## config.mk

```make
export PLATFORM = sky130hd
export DESIGN_NAME = s2p_frame_controller
export DESIGN_NICKNAME = d
export VERILOG_FILES = /design/src/rtl/s2p_frame_controller.sv
export SDC_FILE = /design/constraint.sdc
export NUM_CORES = 1
export LEC_CHECK = 0
export ABC_AREA = 1
export BUFFER_PORTS_ARGS = -buffer_cell sky130_fd_sc_hd__buf_2
export CORE_ASPECT_RATIO = 2
export CORE_MARGIN = 5
export CORE_UTILIZATION = 31
export CTS_BUF_LIST = sky130_fd_sc_hd__clkbuf_16
export DETAILED_ROUTE_END_ITERATION = 8
export PLACE_DENSITY = 0.53
export SETUP_SLACK_MARGIN = 0.5
export SKIP_LAST_GASP = 1
export SYNTH_ARGS = -nofsm -noshare
export SYNTH_HDL_FRONTEND = slang
export SYNTH_SLANG_ARGS = --single-unit
export TNS_END_PERCENT = 100
```

## constraint.sdc

```tcl
create_clock -name clk -period 1.3 [get_ports clk]
set_input_delay 0.13 -clock clk [delete_from_list [all_inputs] [get_ports clk]]
set_output_delay 0.13 -clock clk [all_outputs]
set_load 0.03 [all_outputs]
```

## src/rtl/s2p_frame_controller.sv

```systemverilog
// Sequencer for an 8-stage serial-to-parallel byte chain.
// Two sources are arbitrated round-robin, and a grant is held for a whole frame.
module s2p_frame_controller #(
    parameter int BYTES_PER_FRAME = 8,
    parameter int TIMEOUT_CYCLES  = 255
) (
    input  logic       clk,
    input  logic       reset,
    input  logic       req0_valid,
    input  logic [7:0] req0_data,
    output logic       req0_ready,
    input  logic       req1_valid,
    input  logic [7:0] req1_data,
    output logic       req1_ready,
    output logic       shift_en,
    output logic [7:0] shift_data,
    output logic       shift_clr,
    output logic       frame_valid,
    input  logic       frame_ready,
    output logic       frame_src,
    output logic       frame_abort,
    output logic       busy
);
    typedef enum logic [1:0] {IDLE, COLLECT, HOLD} state_t;

    localparam logic [7:0]  LAST_BYTE = 8'(BYTES_PER_FRAME - 1);
    localparam logic [15:0] LAST_IDLE = 16'(TIMEOUT_CYCLES - 1);

    state_t      state_reg, state_next;
    logic        grant_reg, grant_next;
    logic        ptr_reg, ptr_next;
    logic [7:0]  byte_cnt_reg, byte_cnt_next;
    logic [15:0] idle_cnt_reg, idle_cnt_next;
    logic        gnt_valid;
    logic [7:0]  gnt_data;

    assign gnt_valid = grant_reg ? req1_valid : req0_valid;
    assign gnt_data  = grant_reg ? req1_data  : req0_data;

    always_ff @(posedge clk or negedge reset) begin
        if (!reset) begin
            state_reg    <= IDLE;
            grant_reg    <= 1'b0;
            ptr_reg      <= 1'b0;
            byte_cnt_reg <= '0;
            idle_cnt_reg <= '0;
        end else begin
            state_reg    <= state_next;
            grant_reg    <= grant_next;
            ptr_reg      <= ptr_next;
            byte_cnt_reg <= byte_cnt_next;
            idle_cnt_reg <= idle_cnt_next;
        end
    end

    always_comb begin
        state_next    = state_reg;
        grant_next    = grant_reg;
        ptr_next      = ptr_reg;
        byte_cnt_next = byte_cnt_reg;
        idle_cnt_next = idle_cnt_reg;
        req0_ready    = 1'b0;
        req1_ready    = 1'b0;
        shift_en      = 1'b0;
        shift_data    = 8'h00;
        shift_clr     = 1'b0;
        frame_valid   = 1'b0;
        frame_src     = 1'b0;
        frame_abort   = 1'b0;
        busy          = 1'b0;

        case (state_reg)
            IDLE: begin
                if (req0_valid || req1_valid) begin
                    // On a tie the pointer decides; otherwise the lone requester wins.
                    grant_next    = (req0_valid && req1_valid) ? ptr_reg : req1_valid;
                    state_next    = COLLECT;
                    byte_cnt_next = '0;
                    idle_cnt_next = '0;
                end
            end
            COLLECT: begin
                busy       = 1'b1;
                frame_src  = grant_reg;
                req0_ready = ~grant_reg;
                req1_ready = grant_reg;
                if (gnt_valid) begin
                    shift_en      = 1'b1;
                    shift_data    = gnt_data;
                    idle_cnt_next = '0;
                    if (byte_cnt_reg == LAST_BYTE) begin
                        byte_cnt_next = '0;
                        state_next    = HOLD;
                    end else begin
                        byte_cnt_next = byte_cnt_reg + 8'd1;
                    end
                end else if (idle_cnt_reg == LAST_IDLE) begin
                    // This is the idle cycle that reaches the limit: drop the partial frame now.
                    shift_clr     = 1'b1;
                    frame_abort   = 1'b1;
                    state_next    = IDLE;
                    ptr_next      = ~grant_reg;
                    byte_cnt_next = '0;
                    idle_cnt_next = '0;
                end else begin
                    idle_cnt_next = idle_cnt_reg + 16'd1;
                end
            end
            HOLD: begin
                busy        = 1'b1;
                frame_valid = 1'b1;
                frame_src   = grant_reg;
                if (frame_ready) begin
                    state_next = IDLE;
                    ptr_next   = ~grant_reg;
                end
            end
            default: state_next = IDLE;
        endcase
    end
endmodule

```

After elaboration in Yosys (flattened, before gate mapping)
Cells that the tools add are included. Widths: inputs -> output; s select.

Mux-type cells: 34. Equal/unequal tests: 10. Add/sub/neg operators: 2. Reductions and logical operators: 11. Bitwise gates (word level): 1.

Operators by type and width (count): $mux 8 (7); $mux 16 (3); $pmux 16 s2 (1); $add 16x1->16 const B (1); $eq 16x8->1 const B (1); $pmux 8 s2 (1); $mux 1 (15); $mux 2 (5); $add 8x1->8 const B (1); $eq 8x3->1 const B (1); $ne 2x2->1 const B (4); $reduce_and 4->1 (2); $ne 3x3->1 const B (2); $pmux 2 s3 (1); $reduce_and 2->1 (2); $reduce_bool 2->1 (2); $reduce_and 3->1 (1); $eq 2x1->1 const B (1); $eq 2x2->1 const B (1); $logic_not 2->1 (1); $pmux 1 s2 (1); $reduce_or 2->1 (1); $logic_and 1x1->1 (1); $logic_or 1x1->1 (1); $not 1->1 (1).

Input bits: 21. Flip-flop bits (word level): 28. Word-level logic and storage cells: 63.

Depth between registers and ports, before layout
Gate-level depths: netlist of the first run.

Depth after elaboration: 4. Depth in mapped cells: 12.

Worst setup path before layout of the first run
No wires, ideal clock.

Kind: flip-flop to output port. From: register idle_cnt_reg[0]. To: output port shift_clr. Path slack: -0.764 ns. Data required time: 1.170 ns. Data arrival time: 1.934 ns. Cell stages (with the launch flop): 10. Path through: dfrtp_1 inv_1 ha_1 inv_1 nor2_1 nand2_1 nor2_1 nand2_2 nor3_1 buf_4.

Cells in the longest elaborated chain, start to end: 4.

RTL lines: start, declared (RTL line 33) `logic [15:0] idle_cnt_reg, idle_cnt_next;`; start signal, assigned (RTL line 52) `idle_cnt_reg <= idle_cnt_next;`; $eq 16x8->1 (RTL line 97) `end else if (idle_cnt_reg == LAST_IDLE) begin`; $mux 1 (3 in a row); end, declared (RTL line 17) `output logic shift_clr,`.

Every way passes these cells.

Final worst setup path of the first run
From: register idle_cnt_reg[0]. To: output port shift_clr.

Cells in the longest elaborated chain, start to end: 4.

RTL lines: $eq 16x8->1 (RTL line 97); $mux 1 (RTL line 97); $mux 1 (RTL line 87) `if (gnt_valid) begin`; $mux 1 (RTL line 72) `case (state_reg)`.

Every way passes these cells.

==> results.json, run 1 <==
{
  "p_int_uw": 3290,
  "critPathRequiredTime_ps": 1170,
  "path_max_fanout": 2,
  "ys_warn_count": 0,
  "grt.total_usage_pct": 16.3,
  "status": "finished with violations",
  "post_drt_wl_per_cell_um": 13.7,
  "drc": 0,
  "p_sw_share_pct": 48.3,
  "synth.area.top_cells": "dfrtp_1 (37%), nand2_1 (17%), nor2_1 (8.7%)",
  "end_kind": "output pin",
  "gp_congestion": 0.745,
  "fin_cells": 435,
  "wirelength_um": 5960,
  "power_density_mw_per_mm2": 2040,
  "p_leak_uw": 0.00152,
  "max-slew-margin-rel_pct": 68.5,
  "cts_tree": "built",
  "worstSetupStartpointType": "register",
  "clk_pin_slew_ps": 70,
  "seq_area_frac_synth_pct": 37.0,
  "dr.pass1.iters": 4,
  "worstPathArrival_ps": 1530,
  "mostFrequentLayoutCell": "nand2_1",
  "yosysTopAreaCell": "dfrtp_1",
  "port_buffers": 36,
  "cts.sinks": 28,
  "whs_ps": 199,
  "worst_pin_slew_ps": 471,
  "violations": "negative setup slack",
  "postRouteAntennaNets": 0,
  "grt_setup_unrepaired": "yes",
  "min_period_over_period_pct": 128,
  "gr-total-overflow": 0,
  "syn_area_per_cell_um2": 6.86,
  "grt_max_degree": 29,
  "routed-via-count": 2128,
  "die_h_um": 121,
  "rows": 40,
  "hold_viol": 0,
  "grt_pass1_vias": 2286,
  "drt_iter0_drc": 56,
  "num_io_pins": 37,
  "coreArea_mm2": 0.00601,
  "max_freq_mhz": 602,
  "worstSkewPairLatency_ps": 260,
  "die_area_mm2": 0.00787,
  "power_uw": 6360,
  "initial_core_util_pct": 31.5,
  "final_cell_mix": "nand2_1 (82), buf_4 (48), nor2_1 (40), dfrtp_1 (28), inv_1 (22)",
  "syn-num-nets": 304,
  "nNetsFinal": 401,
  "syn-instance-count": 276,
  "ir_drop_mv": 2.06,
  "antenna_found_initial": 0,
  "die_x_um": 65.3,
  "min_path_type": "primary input to register",
  "clockBufferDepth": 2,
  "slew_violations": 0,
  "p_sw_uw": 3070,
  "hpwl_um": 4300,
  "cts-root-buf": "clkbuf_16",
  "placed_cells": 415,
  "period_needed_ps": 1660,
  "skew_ps": 4.64,
  "setup_ws_ps": -362,
  "diodes": 0,
  "synth_area_mm2": 0.00189,
  "grt_pass1_wl_um": 10200,
  "seqPwrFrac_pct": 17.2,
  "drv_cap": 0,
  "p_clk_share_pct": 11.1,
  "synth_top_area_share_pct": 37.0,
  "cts_htree_levels": 1,
  "finalSetupViolCount": 42,
  "synth-seq-cells": 28,
  "synth_cell_types": 25,
  "numCtsBuffers": 3,
  "tns_ps": -10350,
  "area_delta_synth_final_pct": 64.2,
  "vias_per_cell": 4.89,
  "combPwrFrac_pct": 71.7,
  "setup.worst_path.class": "register to output pin",
  "drive_gt1_share_pct": 39.2,
  "largest_reg_flops": 16
}
-- cells in the mapped netlist --
master and count:
nor2_1 44, nand2_2 4, o21ai_1 3, and2_1 1, xnor2_1 1, nor2_4 1, inv_1 31, clkbuf_1 1
a21oi_1 9, o21bai_1 1, dfrtp_1 28, buf_4 1, xor2_1 5, nand3_1 16, or2_2 1, nand4_1 11
nand2_4 5, ha_1 7, nand3b_1 2, o21ai_0 10, nand2_1 85, buf_6 2, inv_2 3, a31oi_1 1
nor3_1 3
-- power by group through the flow --
stage / sequential [µW] / combinational [µW] / clock, µW
floorplan: 1120 / 2260 / 0
global placement: 1110 / 3230 / 0
detailed placement: 1110 / 3240 / 0
CTS: 1090 / 4330 / 727
global route: 1110 / 4900 / 747
finish: 1090 / 4560 / 704
-- area by class of cell --
class                      instances  area (µm²)
fill                             586        2900
inverter                          34         150
clock buffer                       3        75.1
timing repair buffer              90         716
clock inverter                     1        3.75
multi-input combinational        216        1390
tap                               63        78.8
sequential                        28         701
-- path summary, 6_finish.rpt --
path / startpoint / endpoint / slack [ps] / cells after the start
worst max-delay path: idle_cnt_reg[0]$_DFFE_PN0P_ / shift_clr / -360 / 9
worst min-delay path: req1_valid / grant_reg$_DFFE_PN0P_ / 200 / 3
worst max register to register: idle_cnt_reg[0]$_DFFE_PN0P_ / ptr_reg$_DFFE_PN0P_ / -300 / 13
worst min register to register: ptr_reg$_DFFE_PN0P_ / ptr_reg$_DFFE_PN0P_ / 490 / 2
max in group asynchronous: reset / byte_cnt_reg[2]$_DFFE_PN0P_ / 610 / 3
min in group asynchronous: reset / idle_cnt_reg[1]$_DFFE_PN0P_ / 410 / 3
-- per-stage QoR --
stage	area, µm²	utilization [%]	setup slack [ps]
after detailed placement	2660	44.3	-290
after floorplan	2090	-	-306
after global routing	3110	51.8	-439
after global placement	2660	44.3	-267
after CTS	3030	50.5	-386
final	3110	51.8	-362
-- worst max-delay path: stages (launching register included) --
cell     delay, ps
dfrtp_1        380
inv_1           60
ha_2           170
inv_2           30
nor2_2          60
nand2_1         50
nor2_1         100
nand2_2         90
nor3_4         160
buf_6          160
-- kinds of logic after synthesis --
| group | after synthesis | synth area share (%) |
|---|---|---|
| AO/OA/AOI/OAI | 24 | 6.54 |
| flip-flops | 28 | 37.0 |
| buffers and inverters | 38 | 8.52 |
| AND/OR/NAND/NOR | 173 | 40.6 |
| adder cells (fa/ha/maj) | 7 | 4.62 |
| XOR/XNOR | 6 | 2.77 |
-- per-layer routing --
layer / GRT usage, % / share of wire [%] / vias up
met5: 0 / 0 / -
met4: 6.88 / 2.6 / 0
met3: 2.23 / 2.9 / 12
met2: 32.7 / 61 / 38
met1: 15.7 / 34 / 1002
li1: - / - / 1076
-- what timing repair did --
action / CTS / global route
buffers inserted: 6 / 3
setup endpoints to repair: 44 / 44
endpoints found under the hold margin: 28 / 0
gates resized for setup: 47 / 15
hold buffers: 1 / 0
gates cloned: 5 / 1
pin swaps: 7 / 6
(Power assumes the default switching activity.)
==> run 2, diff against run 1 <==
--- a/constraint.sdc
+++ b/constraint.sdc
@@ -3,2 +3,2 @@
 set_output_delay 0.13 -clock clk [all_outputs]
-set_load 0.03 [all_outputs]
+set_load 0.01 [all_outputs]
==> results.json, run 2 (synthesized netlist as in run 1, its figures left out) <==
{
  "cpMaxStageDelayCell": "dfrtp_1",
  "worstSetupStartpointType": "register",
  "nNetsFinal": 411,
  "wirelength_um": 5850,
  "grt_pass1_wl_um": 9790,
  "grt_setup_unrepaired": "yes",
  "area_delta_synth_final_pct": 67.7,
  "die_h_um": 121,
  "drc": 0,
  "cts_htree_levels": 1,
  "r2r-start": "idle_cnt_reg[0]$_DFFE_PN0P_",
  "diodes": 0,
  "drv_cap": 0,
  "max-slew-margin-rel_pct": 81.4,
  "crit_chain": "inv_1, ha_1, inv_1, nor2_1, nand2_1, nor2_2, nand2_2, buf_6, nor3_4, buf_2",
  "cts.sinks": 28,
  "cts_tree": "built",
  "mostFrequentLayoutCell": "nand2_1",
  "num_io_pins": 37,
  "gp_congestion": 0.848,
  "vias_per_cell": 4.79,
  "hold_end": "grant_reg$_DFFE_PN0P_",
  "largest_reg_flops": 16,
  "min_path_type": "primary input to register",
  "grt.total_usage_pct": 15.9,
  "tns_ps": -13500,
  "post_drt_wl_per_cell_um": 13.1,
  "routed-via-count": 2132,
  "worstRegToRegCells": 14,
  "setup_ws_ps": -403,
  "clockBufferDepth": 2,
  "rows": 40,
  "period_needed_ps": 1700,
  "port_buffers": 36,
  "ir_drop_mv": 1.69,
  "setup.worst_path.class": "register to output pin",
  "die_area_mm2": 0.00787,
  "skew_ps": 2.55,
  "initial_core_util_pct": 31.5,
  "whs_ps": 191,
  "critPathRequiredTime_ps": 1170,
  "gr-total-overflow": 0,
  "finalSetupViolCount": 42,
  "dr.pass1.iters": 4,
  "die_x_um": 65.3,
  "coreArea_mm2": 0.00601,
  "hold_viol": 0,
  "crit_top_cell": "inv_1",
  "final_cell_mix": "nand2_1 (81), buf_4 (53), nor2_1 (40), dfrtp_1 (28), inv_1 (26)",
  "violations": "negative setup slack",
  "cpPeakStageDelay_ps": 380,
  "path_max_fanout": 2,
  "r2r_end": "byte_cnt_reg[2]$_DFFE_PN0P_",
  "drt_iter0_drc": 74,
  "power_density_mw_per_mm2": 1950,
  "worst_pin_slew_ps": 276,
  "worstHoldStart": "req1_valid",
  "slew_violations": 0,
  "hpwl_um": 4490,
  "status": "finished with violations",
  "grt_max_degree": 17,
  "antenna_found_initial": 0,
  "postRouteAntennaNets": 0,
  "dpl-instance-area_mm2": 0.00272,
  "reg2reg_slack_ps": -400,
  "max_freq_mhz": 587,
  "hold_depth": 3,
  "grt_pass1_vias": 2205,
  "p_leak_uw": 0.00160,
  "min_period_over_period_pct": 131,
  "numCtsBuffers": 3,
  "clk_pin_slew_ps": 70,
  "cts-root-buf": "clkbuf_16",
  "worstPathArrival_ps": 1570,
  "drive_gt1_share_pct": 40.1,
  "fin_area_mm2": 0.00318,
  "worstSkewPairLatency_ps": 270,
  "end_kind": "output pin"
}
[run 2: layer usage]
layer  wire [µm]  track usage [%]  vias up
met5           0                0        -
met4         146             6.88        0
met3         206             2.42        8
met2        3440             31.3       47
met1        2060             15.4      993
li1            -                -     1084
[run 2: cell type report]
| cell class | count | area [µm²] |
|---|---|---|
| clock buffers | 3 | 75.1 |
| clock inverters | 1 | 30.0 |
| fillers | 568 | 2830 |
| inverters | 34 | 139 |
| multi-input cells | 211 | 1280 |
| flip-flops and latches | 28 | 701 |
| well taps | 63 | 78.8 |
| repair buffers | 105 | 877 |
[run 2: timing repair]
| action | CTS | global route |
|---|---|---|
| pin swaps | 7 | 8 |
| setup buffers | 10 | 7 |
| cloned | 1 | 1 |
| gates resized for setup | 27 | 14 |
| setup endpoints to repair | 44 | 60 |
| hold buffers | 1 | 0 |
| hold endpoints to repair | 12 | 0 |
[run 2: worst max-delay path by stage]
stage / cells after the start / endpoint / slack, ps / from
final: 10 / shift_clr / -400 / idle_cnt_reg[0]$_DFFE_PN0P_
after detailed placement: 9 / idle_cnt_reg[11]$_DFFE_PN0P_ / -200 / state_reg[0]$_DFFE_PN0P_
after global routing: 10 / shift_clr / -570 / idle_cnt_reg[0]$_DFFE_PN0P_
after floorplan: 12 / byte_cnt_reg[7]$_DFFE_PN0P_ / -130 / idle_cnt_reg[0]$_DFFE_PN0P_
after CTS: 10 / shift_clr / -450 / idle_cnt_reg[0]$_DFFE_PN0P_
after global placement: 9 / idle_cnt_reg[13]$_DFFE_PN0P_ / -190 / state_reg[0]$_DFFE_PN0P_
[run 2: metrics by stage]
step	std cells	setup WS [ps]	utilization [%]	power (µW)
after floorplan	276	-131	-	2990
after global placement	421	-190	45.3	4180
after detailed placement	421	-201	45.3	4190
after CTS	437	-447	50.9	5850
after global routing	445	-573	52.9	6640
final	445	-403	52.9	6210
[run 2: report_power, final]
group | internal, µW | total (µW) | switching, µW | leakage, µW
combinational | 2090 | 4180 | 2090 | 0.00116
clock | 614 | 936 | 322 | 0.0000511
sequential | 993 | 1090 | 95.2 | 0.000383
total | 3700 | 6210 | 2510 | 0.00160
[run 2: critical path: cells and delay by family (launching register included)]
family        cells  cell delay (ps)
simple gates      5              400
buf+inv           4              390
flops             1              380
fa+ha+maj         1              140
